### config.mk
export PLATFORM = sky130hd
export DESIGN_NAME = rhythm_score_engine
export DESIGN_NICKNAME = d
export VERILOG_FILES = /design/src/rtl/rhythm_score_engine.sv
export SDC_FILE = /design/constraint.sdc
export NUM_CORES = 1
export LEC_CHECK = 0
export CAP_MARGIN = 0
export CORE_ASPECT_RATIO = 0.9
export CORE_MARGIN = 1.5
export CORE_UTILIZATION = 50
export CTS_CLUSTER_DIAMETER = 200
export DETAILED_ROUTE_END_ITERATION = 16
export PLACE_DENSITY = 0.85
export SYNTH_ARGS = -nofsm -noshare
export SYNTH_HDL_FRONTEND = slang
export SYNTH_HIERARCHICAL = 1
export SYNTH_SLANG_ARGS = --single-unit
### constraint.sdc
create_clock -name clk -period 9.7 [get_ports clk]
set_input_delay 1.455 -clock clk [delete_from_list [all_inputs] [get_ports clk]]
set_output_delay 1.455 -clock clk [all_outputs]
set_load 0.01 [all_outputs]
### src/rtl/rhythm_score_engine.sv
// rhythm_score_engine: per-lane hit grading feeding a two-stage combo / saturating-score pipeline.
// Build option HISCORE_EN adds a best-final-score register on o_hi_score (tied to 0 otherwise).

module rhythm_score_lane #(
    parameter int PTS_W       = 4,
    parameter int PTS_GOOD    = 2,
    parameter int PTS_PERFECT = 4
) (
    input  logic [1:0]       i_grade,
    output logic [PTS_W-1:0] o_pts,
    output logic             o_hit,
    output logic             o_miss
);
    always_comb begin
        o_pts  = '0;
        o_hit  = 1'b0;
        o_miss = 1'b0;
        case (i_grade)
            2'b01: o_miss = 1'b1;
            2'b10: begin
                o_pts = PTS_W'(PTS_GOOD);
                o_hit = 1'b1;
            end
            2'b11: begin
                o_pts = PTS_W'(PTS_PERFECT);
                o_hit = 1'b1;
            end
            default: ;
        endcase
    end
endmodule

module rhythm_score_engine #(
    parameter int LANES       = 2,
    parameter int SCORE_W     = 16,
    parameter int COMBO_W     = 8,
    parameter int MULT_STEP   = 16,
    parameter int MULT_MAX    = 17,
    parameter int PTS_GOOD    = 2,
    parameter int PTS_PERFECT = 4
) (
    input  logic                 clk,
    input  logic                 rst,
    input  logic [1:0]           i_game_state,
    input  logic                 i_hit_valid,
    input  logic [2*LANES-1:0]   i_hit_grade,
    output logic [SCORE_W-1:0]   o_score,
    output logic [COMBO_W-1:0]   o_combo,
    output logic [COMBO_W-1:0]   o_max_combo,
    output logic [4:0]           o_multiplier,
    output logic                 o_score_valid,
    output logic                 o_saturated,
    output logic [SCORE_W-1:0]   o_hi_score
);
    localparam int PTS_W  = $clog2(LANES*PTS_PERFECT+1);
    localparam int NHIT_W = $clog2(LANES+1);
    localparam int MULT_W = 5;
    localparam int ADD_W  = PTS_W + MULT_W;
    localparam int SUM_W  = ((SCORE_W > ADD_W) ? SCORE_W : ADD_W) + 1;
    localparam int CSUM_W = COMBO_W + NHIT_W;

    typedef enum logic [1:0] {
        GS_IDLE   = 2'd0,
        GS_SELECT = 2'd1,
        GS_PLAY   = 2'd2,
        GS_OVER   = 2'd3
    } game_state_e;

    logic [LANES-1:0][PTS_W-1:0] w_lane_pts;
    logic [LANES-1:0]            w_lane_hit;
    logic [LANES-1:0]            w_lane_miss;
    logic [PTS_W-1:0]            w_pts;
    logic [NHIT_W-1:0]           w_nhit;
    logic                        w_miss;

    logic                        w_accept;
    logic                        w_apply;
    logic                        w_clear;

    // [0]: stage-1 event held, [1]: event applied this cycle (score_valid)
    logic [1:0]                  r_vld_pipe;
    logic [PTS_W-1:0]            r_s1_pts;
    logic [NHIT_W-1:0]           r_s1_nhit;
    logic                        r_s1_miss;

    logic [SCORE_W-1:0]          r_score;
    logic [COMBO_W-1:0]          r_combo;
    logic [COMBO_W-1:0]          r_max_combo;
    logic                        r_saturated;

    logic [COMBO_W-1:0]          w_steps;
    logic [MULT_W-1:0]           w_mult;
    logic [ADD_W-1:0]            w_add;
    logic [SUM_W-1:0]            w_sum;
    logic                        w_clamp;
    logic [CSUM_W-1:0]           w_csum;
    logic [COMBO_W-1:0]          w_combo_nx;

    for (genvar l = 0; l < LANES; l++) begin : g_lane
        rhythm_score_lane #(
            .PTS_W       (PTS_W),
            .PTS_GOOD    (PTS_GOOD),
            .PTS_PERFECT (PTS_PERFECT)
        ) u_lane (
            .i_grade (i_hit_grade[2*l +: 2]),
            .o_pts   (w_lane_pts[l]),
            .o_hit   (w_lane_hit[l]),
            .o_miss  (w_lane_miss[l])
        );
    end

    always_comb begin
        w_pts  = '0;
        w_nhit = '0;
        for (int l = 0; l < LANES; l++) begin
            w_pts  = w_pts + w_lane_pts[l];
            w_nhit = w_nhit + NHIT_W'(w_lane_hit[l]);
        end
    end
    assign w_miss = |w_lane_miss;

    assign w_clear  = (i_game_state == GS_SELECT);
    assign w_accept = i_hit_valid && (i_game_state == GS_PLAY);
    assign w_apply  = r_vld_pipe[0] && (i_game_state == GS_PLAY);

    // Multiplier tracks the combo before the pending event is applied
    assign w_steps = (r_combo - COMBO_W'(1)) / COMBO_W'(MULT_STEP);
    always_comb begin
        if (r_combo == '0)
            w_mult = MULT_W'(1);
        else if (w_steps >= COMBO_W'(MULT_MAX-2))
            w_mult = MULT_W'(MULT_MAX);
        else
            w_mult = MULT_W'(w_steps) + MULT_W'(2);
    end

    assign w_add   = ADD_W'(r_s1_pts) * ADD_W'(w_mult);
    assign w_sum   = SUM_W'(r_score) + SUM_W'(w_add);
    assign w_clamp = |w_sum[SUM_W-1:SCORE_W];

    // A miss anywhere in the event breaks the combo even if other lanes hit
    assign w_csum = CSUM_W'(r_combo) + CSUM_W'(r_s1_nhit);
    always_comb begin
        if (r_s1_miss)
            w_combo_nx = '0;
        else if (|w_csum[CSUM_W-1:COMBO_W])
            w_combo_nx = '1;
        else
            w_combo_nx = w_csum[COMBO_W-1:0];
    end

    always_ff @(posedge clk or posedge rst) begin
        if (rst) begin
            r_vld_pipe  <= '0;
            r_s1_pts    <= '0;
            r_s1_nhit   <= '0;
            r_s1_miss   <= 1'b0;
            r_score     <= '0;
            r_combo     <= '0;
            r_max_combo <= '0;
            r_saturated <= 1'b0;
        end else begin
            r_vld_pipe[0] <= w_accept;
            if (w_accept) begin
                r_s1_pts  <= w_pts;
                r_s1_nhit <= w_nhit;
                r_s1_miss <= w_miss;
            end

            if (w_clear) begin
                r_score       <= '0;
                r_combo       <= '0;
                r_max_combo   <= '0;
                r_saturated   <= 1'b0;
                r_vld_pipe[1] <= 1'b0;
            end else if (w_apply) begin
                r_score       <= w_clamp ? '1 : w_sum[SCORE_W-1:0];
                r_saturated   <= r_saturated | w_clamp;
                r_combo       <= w_combo_nx;
                if (w_combo_nx > r_max_combo)
                    r_max_combo <= w_combo_nx;
                r_vld_pipe[1] <= 1'b1;
            end else begin
                r_vld_pipe[1] <= 1'b0;
            end
        end
    end

`ifdef HISCORE_EN
    logic [1:0]         r_prev_state;
    logic [SCORE_W-1:0] r_hi_score;

    // Score is frozen once GAME_OVER is seen, so the current value is the final one
    always_ff @(posedge clk or posedge rst) begin
        if (rst) begin
            r_prev_state <= GS_IDLE;
            r_hi_score   <= '0;
        end else begin
            r_prev_state <= i_game_state;
            if ((i_game_state == GS_OVER) && (r_prev_state == GS_PLAY) && (r_score > r_hi_score))
                r_hi_score <= r_score;
        end
    end
    assign o_hi_score = r_hi_score;
`else
    assign o_hi_score = '0;
`endif

    assign o_score       = r_score;
    assign o_combo       = r_combo;
    assign o_max_combo   = r_max_combo;
    assign o_multiplier  = w_mult;
    assign o_score_valid = r_vld_pipe[1];
    assign o_saturated   = r_saturated;
endmodule
**Word level (Yosys, flattened, before mapping)**

Cells that the tools add are included.

- Output and inout bits: 55
- Register bits: 42
- Input bits: 9
- Word-level logic and storage cells: 58

- Eq/ne operators: 8
- Add/sub/neg operators: 6
- Reductions and logical operators: 10
- Magnitude comparators: 2
- Multiplexer cells: 22
- Multipliers: 1
- Bitwise gates (word level): 1

Operator list:

| operator | number |
|---|---|
| two-way mux 8 bit | 7 |
| two-way mux 16 bit | 3 |
| adder 16 x 9 -> 17 bit | 1 |
| one-hot mux 3 bit (2 select lines) | 2 |
| == test 2 bit (second input constant) | 5 |
| two-way mux 5 bit | 2 |
| adder 8 x 2 -> 9 bit | 1 |
| multiplier 4 x 5 -> 9 bit | 1 |
| greater-than comparator 8 bit | 1 |
| zero test 8 bit | 1 |
| two-way mux 1 bit | 8 |
| OR reduction 2 bit | 4 |
| subtractor 8 x 1 -> 8 bit (second input constant) | 1 |
| == test 2 x 1 -> 1 bit (second input constant) | 3 |
| adder 4 x 2 -> 5 bit (second input constant) | 1 |
| adder 4 bit | 1 |
| greater-or-equal comparator 4 bit (second input constant) | 1 |
| nonzero test 2 bit | 2 |
| adder 1 x 1 -> 2 bit | 1 |
| logical AND 1 bit | 2 |
| AND reduction 2 bit | 1 |
| bitwise OR 1 bit | 1 |

**Longest topological paths before layout**

- Word-level depth: 9
- Depth in mapped cells: 22
- Gate-level depth less buffers: 20

**Modules after synthesis**

The synthesis kept the hierarchy.

Modules (own cells, without submodules):

| module | area an instance (um^2) | cells each | times used | seq. area each (um^2) |
|---|---|---|---|---|
| rhythm_score_engine | 3580.9 | 412 | 1 | 1051.0 |
| rhythm_score_lane | 45.0 | 7 | 2 | 0.0 |

**Worst setup path after synthesis**

Ideal clock, no wire load.

- Kind: register to register
- Start point: register r_combo[0], in the netlist o_combo[0]
- End point: register r_score[11], in the netlist o_score[11]
- Data arrival time: 5.580 ns
- Slack: 3.983 ns
- Data required time: 9.564 ns
- Clock period less this slack: 5.717 ns
- Cell stages (with the launch flop): 22
- Buffers on the path: 1
- Setup time: 0.136 ns
- Cell sequence: dfrtp_1 -> or4_1 -> buf_2 -> nor2_1 -> xnor2_1 -> inv_1 -> ha_1 -> a31oi_1 -> o21ai_0 -> a211oi_2 -> and2_1 -> fa_1 -> fa_1 -> inv_1 -> fa_1 -> inv_1 -> ha_1 -> and3_1 -> a211oi_2 -> o2bb2ai_1 -> o21ba_2 -> a221oi_1

- Word-level cells in the longest chain between the ends: 9
- Elaborated cells between the ends (all ways): 11
- Classes of those cells: add/sub: 3; mul: 1; order compare: 1; mux: 5; reduce/logical: 1

Ends and longest elaborated chain:

| what | line | source |
|---|---|---|
| start, declared | 87 | `logic [COMBO_W-1:0] r_combo;` |
| start signal, assigned | 179 | `r_combo <= w_combo_nx;` |
| subtractor 8 x 1 -> 8 bit | 127 | `assign w_steps = (r_combo - COMBO_W'(1)) / COMBO_W'(MULT_STEP);` |
| adder 4 x 2 -> 5 bit or greater-or-equal comparator 4 bit (tied branches) | 134, 131 |  |
| two-way mux 5 bit | 131 | `else if (w_steps >= COMBO_W'(MULT_MAX-2))` |
| two-way mux 5 bit * | 129 | `if (r_combo == '0)` |
| named net o_multiplier[1] | 50 | `output logic [4:0] o_multiplier,` |
| multiplier 4 x 5 -> 9 bit * | 137 | `assign w_add = ADD_W'(r_s1_pts) * ADD_W'(w_mult);` |
| adder 16 x 9 -> 17 bit * | 138 | `assign w_sum = SUM_W'(r_score) + SUM_W'(w_add);` |
| two-way mux 16 bit * | 177 | `r_score <= w_clamp ? '1 : w_sum[SCORE_W-1:0];` |
| two-way mux 16 bit * | 176 | `end else if (w_apply) begin` |
| two-way mux 16 bit * | 170 | `if (w_clear) begin` |
| end signal, assigned | 177 |  |
| end, declared | 86 | `logic [SCORE_W-1:0] r_score;` |

Mark *: on every way through the listed nets, which the timed path passes. The rest lies on a longest branch. The select of a mux whose other input is x is not followed.
A chain may end at the register's enable or synchronous reset.

**Final worst setup path**

- Start point: register r_combo[0], in the netlist o_combo[0]
- End point: register r_score[11], in the netlist o_score[11]

- Word-level cells in the longest chain between the ends: 9
- Elaborated cells between the ends (all ways): 11
- Classes of those cells: add/sub: 3; mul: 1; order compare: 1; mux: 5; reduce/logical: 1

Ends and longest elaborated chain:

| what | line |
|---|---|
| subtractor 8 x 1 -> 8 bit | 127 |
| adder 4 x 2 -> 5 bit or greater-or-equal comparator 4 bit (tied branches) | 134, 131 |
| two-way mux 5 bit | 131 |
| two-way mux 5 bit * | 129 |
| multiplier 4 x 5 -> 9 bit * | 137 |
| adder 16 x 9 -> 17 bit * | 138 |
| two-way mux 16 bit * | 177 |
| two-way mux 16 bit * | 176 |
| two-way mux 16 bit * | 170 |

Every way passes the cells marked *; elsewhere a longest branch is shown, timed or not. The select of a mux whose other input is x is not followed.

==> impl_results.md <==
- Ant diodes: 0
- Vias: slightly above 3000
- CP endpoint kind: flop
- Post-synth EDFFs: 0
- TritonCTS buffer count: 5
- Cell internal pwr: 0.278 mW
- Final setup vio count: 0
- Max Slew Vio Count: 0
- Clk_skew: about 0.0052 ns
- Grt ovf: 0
- Antenna viol nets, final: 0
- CTS tree: built
- Post-CTS setup buffers: 0
- Synth Flop Type: dfrtp_1
- Global Route Usage Sum: 21.5%
- Switch share: 30.7%
- Die Y: approximately 84 um
- Design area: 0.00418 mm^2
- Slowest cell on crit path: or4_1
- Min Tclk post-route: about 6.3 ns
- Clock Pin Slew Worst Setup and Hold Paths: 0.08 ns
- CTS root buf: clkbuf_8
- Slew headroom: 25.0%
- Lkg Pwr: approximately 2.0 nW
- Yosys top cell area share: 28.6%
- CP Data Required Time: slightly below 10 ns
- Hold WC Path Type: flop to flop
- FF-to-FF Start: o_combo[0]
- Routed len/inst: between 10 and 15 um
- Post-Syn Area: 0.00367 mm^2
- Largest net degree at the start of global routing: 43
- Initial antenna violation count: 0
- Drt total wl: 8.10 mm
- Clock Path Buffers: 2
- Mapped Cells: 426
- DP Area: between 0.004 and 0.005 mm^2
- Core Box Area: 0.00708 mm^2
- Ratio of final minimum period to clock period: 64.8%
- I/O Pins: 64
- Area leader, netlist: dfrtp_1
- Slew @ Worst Pin: 1.13 ns
- CTS resizes: 0
- Worst-case hold slack: 0.543 ns
- Seq cells post-synth: 42
- Sequential element share of the synthesized area: between 20% and 30%
- Buf/Inv on CP: 3
- Hold Fails Final Rpt: 0
- Starting Density: 51.9%
- First-pass GRT wire length: 13.7 mm
- Max cap viols: 0
- Ys async rst share: 100%
- Fin Setup TNS: 0 ns
- HPWL after DPL: 6.24 mm
- Power Total: 0.401 mW
- Syn avg cell area: 8.62 um^2
- Initial DRC count: 170
- Vias in the first global route: 2973
- CP Cell Sequence: or4_1 -> nor2_1 -> xnor2_1 -> inv_1 -> ha_1 -> a31oi_1 -> o21ai_0 -> a211oi_2 -> and2_1 -> fa_1 -> fa_1 -> inv_1 -> fa_1 -> inv_1 -> ha_1 -> and3_1 -> a211oi_2 -> o2bb2ai_1 -> o21ba_2 -> a221oi_1
- Fraction of layout cells with a size suffix above 1: 4.57%
- Crit path max fanout: 7
- Fmax: around 0.16 GHz
- Sw power: 0.123 mW
- Worst EP arrival: 6.43 ns
- Crit. Startpoint: o_combo[0]
- Rows: 29
- Die area: 0.00787 mm^2
- Comb pwr share: 21.7%
- P per Cell Area: 95.8 mW/mm^2
- CP Class: flop to flop
- Synth top area cells: dfrtp_1 (29%), ha_1 (12%), fa_1 (7.6%)
- H-tree levels: 2
- RSZ-0062 raised after global routing: no
- Unique cell type count in the Yosys netlist: 52
- Fill cell count: 615
- NumNets Final: 516
- CTS sink count: 42
- Hold_sp: r_s1_nhit[0]
- Routability Congestion: 0.919
- Yosys warning count: 6
- # port buffers: 47
- DRT Pass-1 Iters: 5
- Post-synth top cells: inv_1 (58), dfrtp_1 (42), ha_1 (34)
- Maximum VDD drop: around 50 uV
- CP startpoint kind: flop
- Clock power frac: 29.8%
- Crit-path max cell delay: 0.67 ns
- Worst path top cell family by delay: adder cells
- Final Util: roughly three fifths
- Reg power frac: between 40% and 50%
- Status: completed
- Vias per cell: 5.56
- Most frequent cell after synthesis: inv_1
- Horiz. Die Dim: 93.3 um
- Synthesis-to-finish area growth: 13.9%
- Clk Latency, worst-skew pair: 0.29 ns
- Cts hold-fix bufs: 0
- Remaining DRCs: 0
cell usage in the layout, fill, tap and decap left out, types with 8 or more instances in the layout:
master	instances
nor2_1	15
mux2i_1	8
clkdlybuf4s50_1	47
fa_1	14
dfrtp_1	42
and2_1	17
ha_1	34
a21oi_1	26
a31oi_1	9
nand2_1	33
nand3_1	15
xnor2_1	10
o21ai_0	25
conb_1	20
inv_1	58
a21o_1	9
worst register-to-register path, cell delays in order (launching register included):
cell and delay (ns):
dfrtp_1 0.41, or4_1 0.67, nor2_1 0.25, xnor2_1 0.27
inv_1 0.09, ha_1 0.25, a31oi_1 0.16, o21ai_0 0.13
a211oi_2 0.38, and2_1 0.20, fa_1 0.45, fa_1 0.55
inv_1 0.06, fa_1 0.50, inv_1 0.04, ha_1 0.35
and3_1 0.19, a211oi_2 0.43, o2bb2ai_1 0.32, o21ba_2 0.35
a221oi_1 0.08
through the flow:
stage	instances	setup WS, ns
2_1_floorplan	443	3.98
5_1_grt	553	3.02
6_report	553	3.41
3_3_place_gp	545	3.89
4_1_cts	553	3.49
3_5_place_dp	545	3.49
power groups by stage:
stage | combinational, mW | clock (mW) | sequential (mW)
2_1_floorplan | 0.0654 | 0 | 0.195
3_3_place_gp | 0.0820 | 0 | 0.197
3_5_place_dp | 0.0870 | 0 | 0.197
4_1_cts | 0.0876 | 0.121 | 0.194
5_1_grt | 0.0996 | 0.127 | 0.196
6_report | 0.0871 | 0.120 | 0.194
cell type report:
class	instances	area, um^2	area share, %
inverter	59	221	5.30
multi-input combinational	303	2220	53.2
sequential	42	1050	25.1
tap	93	116	2.78
clock inverter	1	5.00	0.120
timing repair buffer	48	478	11.4
clock buffer	7	86.3	2.07
kinds of logic after synthesis:
family,count (synthesis),share of synthesized area [%]
buffers and inverters,98,12.6
and+or+nand+nor,121,17.7
DFF,42,28.6
other,3,0.307
muxes,8,2.18
adders and majority gates,48,19.2
xor gates and xnor gates,14,3.34
AOI/OAI and AO/OA,92,16.0
metal layers:
metal | GRT usage (%) | vias to the layer above | wire, um
met5 | 0 | - | 0
met4 | 8.54 | 0 | 190
met3 | 3.80 | 17 | 498
met2 | 32.3 | 122 | 3710
met1 | 30.8 | 1473 | 3700
li1 | - | 1464 | -
registers in the layout, summed over array words and instances (netlist names):
| register | flops |
|---|---|
| r_s1_pts | 4 |
| o_max_combo | 8 |
| r_vld_pipe | 2 |
| o_score | 16 |
| o_combo | 8 |
| r_s1_miss | 1 |
| r_s1_nhit | 2 |
| o_saturated | 1 |
final timing paths:
kind                                  endpoint  slack [ns]  depth (start not counted)
worst max-delay path               o_score[11]        3.41                         20
worst min-delay path              r_s1_nhit[0]        0.54                          2
worst max register to register     o_score[11]        3.41                         20
worst min register to register    r_s1_nhit[0]        0.54                          2
max in group asynchronous           o_score[6]        7.73                          3
min in group asynchronous       o_max_combo[2]        1.60                          3
Note: power is estimated with default switching activity, not from simulation.
